==> config.mk <==
export PLATFORM = sky130hd
export DESIGN_NAME = clock_timer
export DESIGN_NICKNAME = d
export VERILOG_FILES = /design/src/rtl/clock_timer.sv
export SDC_FILE = /design/constraint.sdc
export NUM_CORES = 1
export LEC_CHECK = 0
export ABC_AREA = 0
export CAP_MARGIN = 0
export CORE_MARGIN = 2
export CORE_UTILIZATION = 23
export DETAILED_ROUTE_END_ITERATION = 16
export HOLD_SLACK_MARGIN = 0.1
export SYNTH_ARGS = -nofsm -noshare
export SYNTH_HDL_FRONTEND = slang
export SYNTH_SLANG_ARGS = --single-unit
==> constraint.sdc <==
create_clock -name clk -period 2.4 [get_ports clk]
set_clock_uncertainty 0.05 [all_clocks]
set_input_delay 0.6 -clock clk [delete_from_list [all_inputs] [get_ports clk]]
set_output_delay 0.6 -clock clk [all_outputs]
set_load 0.03 [all_outputs]
==> src/rtl/clock_timer.sv <==
// Tenths-of-a-second clock with up/down counting, pause/resume, clamped load,
// a countdown-complete pulse and a count-up rollover pulse.
module clock_timer #(
    parameter int unsigned DIV    = 5000000,
    parameter int unsigned HR_MAX = 23
) (
    input  logic       clk,
    input  logic       reset,
    input  logic       start,
    input  logic       stop,
    input  logic       down,
    input  logic       load,
    input  logic [3:0] ld_dsec,
    input  logic [5:0] ld_sec,
    input  logic [5:0] ld_min,
    input  logic [4:0] ld_hr,
    output logic [3:0] dsec,
    output logic [5:0] sec,
    output logic [5:0] min,
    output logic [4:0] hr,
    output logic       running,
    output logic       done,
    output logic       wrap
);

    localparam int unsigned    PW       = (DIV > 1) ? $clog2(DIV) : 1;
    localparam logic [PW-1:0]  PRE_LAST = PW'(DIV - 1);
    localparam logic [4:0]     HR_TOP   = 5'(HR_MAX);

    typedef enum logic {IDLE, RUN} state_t;

    state_t        state, state_nx;
    logic [PW-1:0] pre, pre_nx;
    logic          dir, dir_nx;
    logic [3:0]    dsec_nx, c_dsec;
    logic [5:0]    sec_nx, min_nx, c_sec, c_min;
    logic [4:0]    hr_nx, c_hr;
    logic          done_nx, wrap_nx;
    logic          tick, time_zero, clamp_zero;

    assign running = (state == RUN);

    always_ff @(posedge clk or negedge reset) begin
        if (!reset) begin
            state <= IDLE;
            pre   <= '0;
            dir   <= 1'b0;
            dsec  <= '0;
            sec   <= '0;
            min   <= '0;
            hr    <= '0;
            done  <= 1'b0;
            wrap  <= 1'b0;
        end else begin
            state <= state_nx;
            pre   <= pre_nx;
            dir   <= dir_nx;
            dsec  <= dsec_nx;
            sec   <= sec_nx;
            min   <= min_nx;
            hr    <= hr_nx;
            done  <= done_nx;
            wrap  <= wrap_nx;
        end
    end

    always_comb begin
        state_nx = state;
        pre_nx   = pre;
        dir_nx   = dir;
        dsec_nx  = dsec;
        sec_nx   = sec;
        min_nx   = min;
        hr_nx    = hr;
        done_nx  = 1'b0;
        wrap_nx  = 1'b0;

        c_dsec     = (ld_dsec > 4'd9)  ? 4'd9  : ld_dsec;
        c_sec      = (ld_sec  > 6'd59) ? 6'd59 : ld_sec;
        c_min      = (ld_min  > 6'd59) ? 6'd59 : ld_min;
        c_hr       = (ld_hr   > HR_TOP) ? HR_TOP : ld_hr;
        clamp_zero = (c_dsec == '0) && (c_sec == '0) && (c_min == '0) && (c_hr == '0);
        time_zero  = (dsec == '0) && (sec == '0) && (min == '0) && (hr == '0);
        tick       = (state == RUN) && (pre == PRE_LAST);

        if (load) begin
            // load overrides any tick landing on the same edge
            dsec_nx = c_dsec;
            sec_nx  = c_sec;
            min_nx  = c_min;
            hr_nx   = c_hr;
            pre_nx  = '0;
            done_nx = (state == RUN) && dir && clamp_zero;
        end else begin
            if (state == RUN)
                pre_nx = tick ? '0 : pre + 1'b1;
            if (tick && !dir) begin
                if (dsec == 4'd9) begin
                    dsec_nx = '0;
                    if (sec == 6'd59) begin
                        sec_nx = '0;
                        if (min == 6'd59) begin
                            min_nx = '0;
                            if (hr >= HR_TOP) begin
                                hr_nx   = '0;
                                wrap_nx = 1'b1;
                            end else
                                hr_nx = hr + 1'b1;
                        end else
                            min_nx = min + 1'b1;
                    end else
                        sec_nx = sec + 1'b1;
                end else
                    dsec_nx = dsec + 1'b1;
            end else if (tick) begin
                if (dsec == '0) begin
                    dsec_nx = 4'd9;
                    if (sec == '0) begin
                        sec_nx = 6'd59;
                        if (min == '0) begin
                            min_nx = 6'd59;
                            hr_nx  = (hr == '0) ? HR_TOP : hr - 1'b1;
                        end else
                            min_nx = min - 1'b1;
                    end else
                        sec_nx = sec - 1'b1;
                end else
                    dsec_nx = dsec - 1'b1;
                done_nx = (dsec_nx == '0) && (sec_nx == '0) && (min_nx == '0) && (hr_nx == '0);
            end
        end

        case (state)
            IDLE: begin
                if (start && !stop && !(down && time_zero)) begin
                    state_nx = RUN;
                    dir_nx   = down;
                end
            end
            RUN: begin
                if (stop || done_nx)
                    state_nx = IDLE;
            end
            default: state_nx = IDLE;
        endcase
    end

endmodule

# --- Word-level counts from Yosys, hierarchy flattened ---
# Index checks and enable logic that the tools add are counted.
totals:
  ff_bits: 48
  input_bits: 27
  out_inout_bits: 24
  elab_cells: 132
op_classes:
  add_sub_neg: 9
  order_cmp: 5
  eq_ne: 7
  mux: 63
  bitwise_logic: 1
  n_reduce_logical: 38
op_table:
  columns: ["cell", "n"]
  rows:
  - ["6-bit two-way mux", 24]
  - ["5-bit two-way mux", 15]
  - ["23-bit two-way mux", 3]
  - ["6-bit logical NOT", 6]
  - ["4-bit two-way mux", 9]
  - ["23-bit by 1-bit adder with 23-bit output (second input constant)", 1]
  - ["23-bit == test (second input constant)", 1]
  - ["1-bit logical AND", 16]
  - ["5-bit logical NOT", 3]
  - ["6-bit by 1-bit adder with 6-bit output (second input constant)", 2]
  - ["6-bit == test (second input constant)", 2]
  - ["6-bit > comparator (second input constant)", 2]
  - ["4-bit logical NOT", 3]
  - ["6-bit by 1-bit subtractor with 6-bit output (second input constant)", 2]
  - ["1-bit two-way mux", 11]
  - ["3-bit by 2-bit != test with 1-bit output (second input constant)", 3]
  - ["5-bit by 1-bit adder with 5-bit output (second input constant)", 1]
  - ["5-bit >= comparator (second input constant)", 1]
  - ["5-bit > comparator (second input constant)", 1]
  - ["5-bit by 1-bit subtractor with 5-bit output (second input constant)", 1]
  - ["4-bit by 1-bit adder with 4-bit output (second input constant)", 1]
  - ["4-bit == test (second input constant)", 1]
  - ["4-bit > comparator (second input constant)", 1]
  - ["2-bit AND reduction", 2]
  - ["other kinds (9)", 11]

# --- Logic depth before layout (Yosys ltp) ---
depth:
  word_depth: 16
  depth_mapped: 8
  depth_no_buf: 8

# --- Worst setup path after synthesis ---
# Ideal clock, no wire load.
synth_timing:
  path_kind: "flip-flop to flip-flop"
  from: "register min[0]"
  to: "register hr[4]"
  setup_time_ns: 0.122
  t_arrival_ns: 2.261
  required_time_ns: 2.228
  slack_ns: -0.033
  stages_incl_launch_ff: 9
  path_buffers: 0
  synth_period_minus_slack_ns: 2.433
  cell_sequence: "dfrtp_1 -> inv_1 -> ha_1 -> or4bb_1 -> nor4_4 -> nand3_2 -> o31ai_2 -> nand2_1 -> a32o_1"
synth_via:
  elab_chain_cells: 10
  elab_cells_between_ends: 13
  classes_between: "eq/ne: 2; mux: 9; reduce/logical: 2"
synth_lines:
  columns: ["element", "line_no", "source"]
  rows:
  - ["from (decl)", "19", "output logic [5:0] min,"]
  - ["from (signal assigned)", "60", "min <= min_nx;"]
  - ["6-bit logical NOT", "120", "if (min == '0) begin"]
  - ["5-bit two-way mux", "120", null]
  - ["5-bit two-way mux", "118", "if (sec == '0) begin"]
  - ["5-bit two-way mux", "116", "if (dsec == '0) begin"]
  - ["5-bit two-way mux", "115", "end else if (tick) begin"]
  - ["5-bit two-way mux", "97", "if (tick && !dir) begin"]
  - ["5-bit two-way mux", "86", "if (load) begin"]
  - ["5-bit two-way mux", "115", null]
  - ["5-bit two-way mux", "97", null]
  - ["5-bit two-way mux", "86", null]
  - ["to (signal assigned)", "61", "hr <= hr_nx;"]
  - ["to (decl)", "20", "output logic [4:0] hr,"]
# Parallel ways exist; a longest one is shown, timed or not. The select of a mux whose other input is x is not followed.
# A chain may end at the register's enable or synchronous reset.

# --- Worst setup path in the final report ---
layout_timing:
  from: "register sec[0]"
  to: "register hr[4]"
layout_via:
  elab_chain_cells: 9
  elab_cells_between_ends: 12
  classes_between: "eq/ne: 2; mux: 8; reduce/logical: 2"
layout_lines:
  columns: ["element", "line_no", "source"]
  rows:
  - ["from (decl)", "18", "output logic [5:0] sec,"]
  - ["from (signal assigned)", "59", "sec <= sec_nx;"]
  - ["6-bit logical NOT", "118", null]
  - ["5-bit two-way mux", "118", null]
  - ["5-bit two-way mux", "116", null]
  - ["5-bit two-way mux", "115", null]
  - ["5-bit two-way mux", "97", null]
  - ["5-bit two-way mux", "86", null]
  - ["5-bit two-way mux", "115", null]
  - ["5-bit two-way mux", "97", null]
  - ["5-bit two-way mux", "86", null]
# Parallel ways exist; a longest one is shown, timed or not. The select of a mux whose other input is x is not followed.

==> flow_summary.yaml <==
detailed_routing:
  antenna_left: 0
  vias: 4171
  dr.pass1.iters: 6
  drcViolationCount: 0
  via_per_inst: 5.17
  drtIter0Drc: 337
  wl_per_cell_um: 15.7
  finalWirelength_um: 12700
sta:
  tightest_slew_ns: 0.523
  hold_violations: 0
  maxClockFrequency_mhz: 416
  holdWs_ns: 0.512
  fin_crit_ns: 2.40
  rsz0062_at_grt: "yes"
  maxSlewHeadroom: 0.648
  post-route-period-util: 1.00
  fin_ws_ns: -0.00284
  slew_violations: 0
  setup_viol: 1
setup_path:
  max_stage_delay_ns: 0.54
  end_kind: "flip-flop"
  cp_data_arrival_time_ns: 2.53
  timing.rr.end: "hr[4]"
  critPathRequiredTime_ns: 2.53
  crit_chain: "inv_2 > ha_4 > or4bb_4 > nor4_4 > nand3_2 > o31ai_2 > nand2_1 > a32o_1"
  start_kind: "flip-flop"
  regToRegSetupSlack_ns: -0.003
  worstPathMaxFanout: 4
  ff2ff_path_depth: 8
  reg2reg_from: "sec[0]"
  crit_type: "flip-flop to flip-flop"
  crit_slowest_cell: "or4bb_4"
cts:
  clk_path_buf_depth: 2
  cts_buffers: 5
  cts.sinks: 48
  clk_latency_ns: 0.29
  path_clk_slew_ns: 0.07
  tritoncts: "built"
  htree_levels: 2
  cts-root-buf: "clkbuf_16"
finish:
  diodes: 0
  final_area_um2: 5290
  area_growth_pct: 41.7
  num-nets-final: 624
  num-fill-cells: 1687
  final_layout_size_suffix_gt1_frac: 0.210
  final_util: 0.333
synthesis:
  yosysSeqAreaShare: 0.322
  synthXorXnorAreaFrac: 0.0586
  synth_compound_area_frac: 0.204
  netlist_top_cells_count: "48 x dfrtp_1, 44 x nand2_1, 42 x nor2_1"
  synth_top_area_frac: 0.322
  synth.most_common_cell: "dfrtp_1"
  synth.area.mux_share: 0.0164
  synth_cell_types: 71
  synth_flop_cell: "dfrtp_1"
  syn_avg_cell_area_um2: 7.94
  synth_area_leader_cell: "dfrtp_1"
  synth_fa_ha_area_frac: 0.0268
  synthesis.area_um2: 3730
  yosysWarnings: 0
  synth-seq-cells: 48
  synth_edf_count: 0
  async_flop_share: 1.00
  synthSimpleGateAreaFrac: 0.318
  synth_top_family_by_area: "simple AND/OR/NAND/NOR gates"
  synth_nets: 505
  synth_area_leaders: "dfrtp_1 32%, nand2_1 4.4%, nor2_1 4.2%, a21oi_1 4.0%, nand3_1 3.9%"
  netlist_instances: 470
global_route:
  globalRouteTotalUtil: 0.142
  antenna_found_initial: 0
  grt_max_degree: 25
  gr-total-overflow: 0
  grt_pass1_vias: 3894
  grt_pass1_wl_um: 20200
power_and_ir_drop:
  power_density_nw_per_um2: 515
  p_leak_uw: 0.00212
  vdd_drop_max_uv: 274
  power_uw: 2730
floorplanning:
  die-height_um: 131
  rows: 46
  initial_utilization: 0.235
  dieArea_um2: 17300
  core_area_um2: 15900
  ioPinCount: 51
  die_x_um: 131
job:
  drv_cap: 0
place:
  gp_congestion: 0.906
  dp_slack_ns: -0.257
  hpwlAfterDp_um: 9480
  placed_cell_area_um2: 5000
  io_buffers: 50
worst_hold_path:
  min_to: "pre[22]"
  whs_path_depth: 2
  hold_class: "flip-flop to flip-flop"
  worstHoldStart: "pre[22]"
run_status:
  violations: "setup timing"
  status: "finished, violations left"
## power by group
group	total, uW	switching (uW)	internal (uW)
sequential	935	71.9	863
clock	851	329	523
combinational	940	519	422
## state kept, by name, indices dropped and copies added (netlist names)
signal	flops
dir	1
done	1
dsec	4
hr	5
min	6
pre	23
running	1
sec	6
wrap	1
## routing by layer
layer / vias up / wire [um] / GRT usage
met1: 2019 / 5670 / 0.187
met3: 25 / 717 / 0.0278
met5: - / 0 / 0
met2: 158 / 6010 / 0.229
met4: 0 / 284 / 0.0507
li1: 1969 / - / -
## kinds of logic (layout without fill, tap and decap cells)
family / count (synthesis) / after routing
muxes: 6 / 6
and+or+nand+nor: 217 / 218
adders and majority gates: 8 / 8
xor gates and xnor gates: 25 / 25
DFF: 48 / 48
buffers and inverters: 50 / 169
AOI/OAI and AO/OA: 116 / 116
## what timing repair did
item	CTS	global route
hold buffers	1	0
pin swaps	0	12
cloned	0	1
endpoints found under the hold margin	5	0
setup buffers	0	8
endpoints found under the setup margin	1	17
resized for setup	1	12
## worst max-delay path by stage
stage	from	end	depth (start not counted)
detailed placement	load	running	8
CTS	pre[13]	hr[3]	6
global route	sec[1]	hr[4]	8
finish	sec[0]	hr[4]	8
floorplan	min[0]	hr[4]	8
global placement	load	running	8
## cell usage in the layout (no fill, tap or decap), types with 11 or more instances in the layout
cell type and instances:
or3_1 12, inv_1 16, xor2_1 11, nor4_1 11, xnor2_1 14, nor2_1 42, a21oi_1 29, clkdlybuf4s50_1 49
dfrtp_1 47, o21ai_0 20, nand3_1 29, buf_4 89, nand2_1 44, nor3_1 19
## worst max-delay path: cells and delay by family, from the launching register on
| kind | cells | cell delay (ns) |
|---|---|---|
| simple gates | 4 | 1.13 |
| compound gates | 2 | 0.49 |
| flops | 1 | 0.41 |
| fa+ha+maj | 1 | 0.13 |
| buf+inv | 1 | 0.08 |
## metrics by stage
step | cells | TNS [ns]
final | 806 | -0.00284
after global routing | 806 | -0.333
after CTS | 797 | 0
after detailed placement | 788 | -0.351
after global placement | 788 | -0.248
after floorplan | 470 | -0.0325
## area by class of cell
class / count / area (um2) / area share
Tap cell: 216 / 270 / 0.0511
Timing Repair Buffer: 141 / 1190 / 0.226
Sequential cell: 48 / 1200 / 0.227
Clock buffer: 6 / 139 / 0.0263
Inverter: 20 / 75.1 / 0.0142
Clock inverter: 2 / 38.8 / 0.00733
Multi-Input combinational cell: 373 / 2370 / 0.448
(Power assumes the default switching activity.)
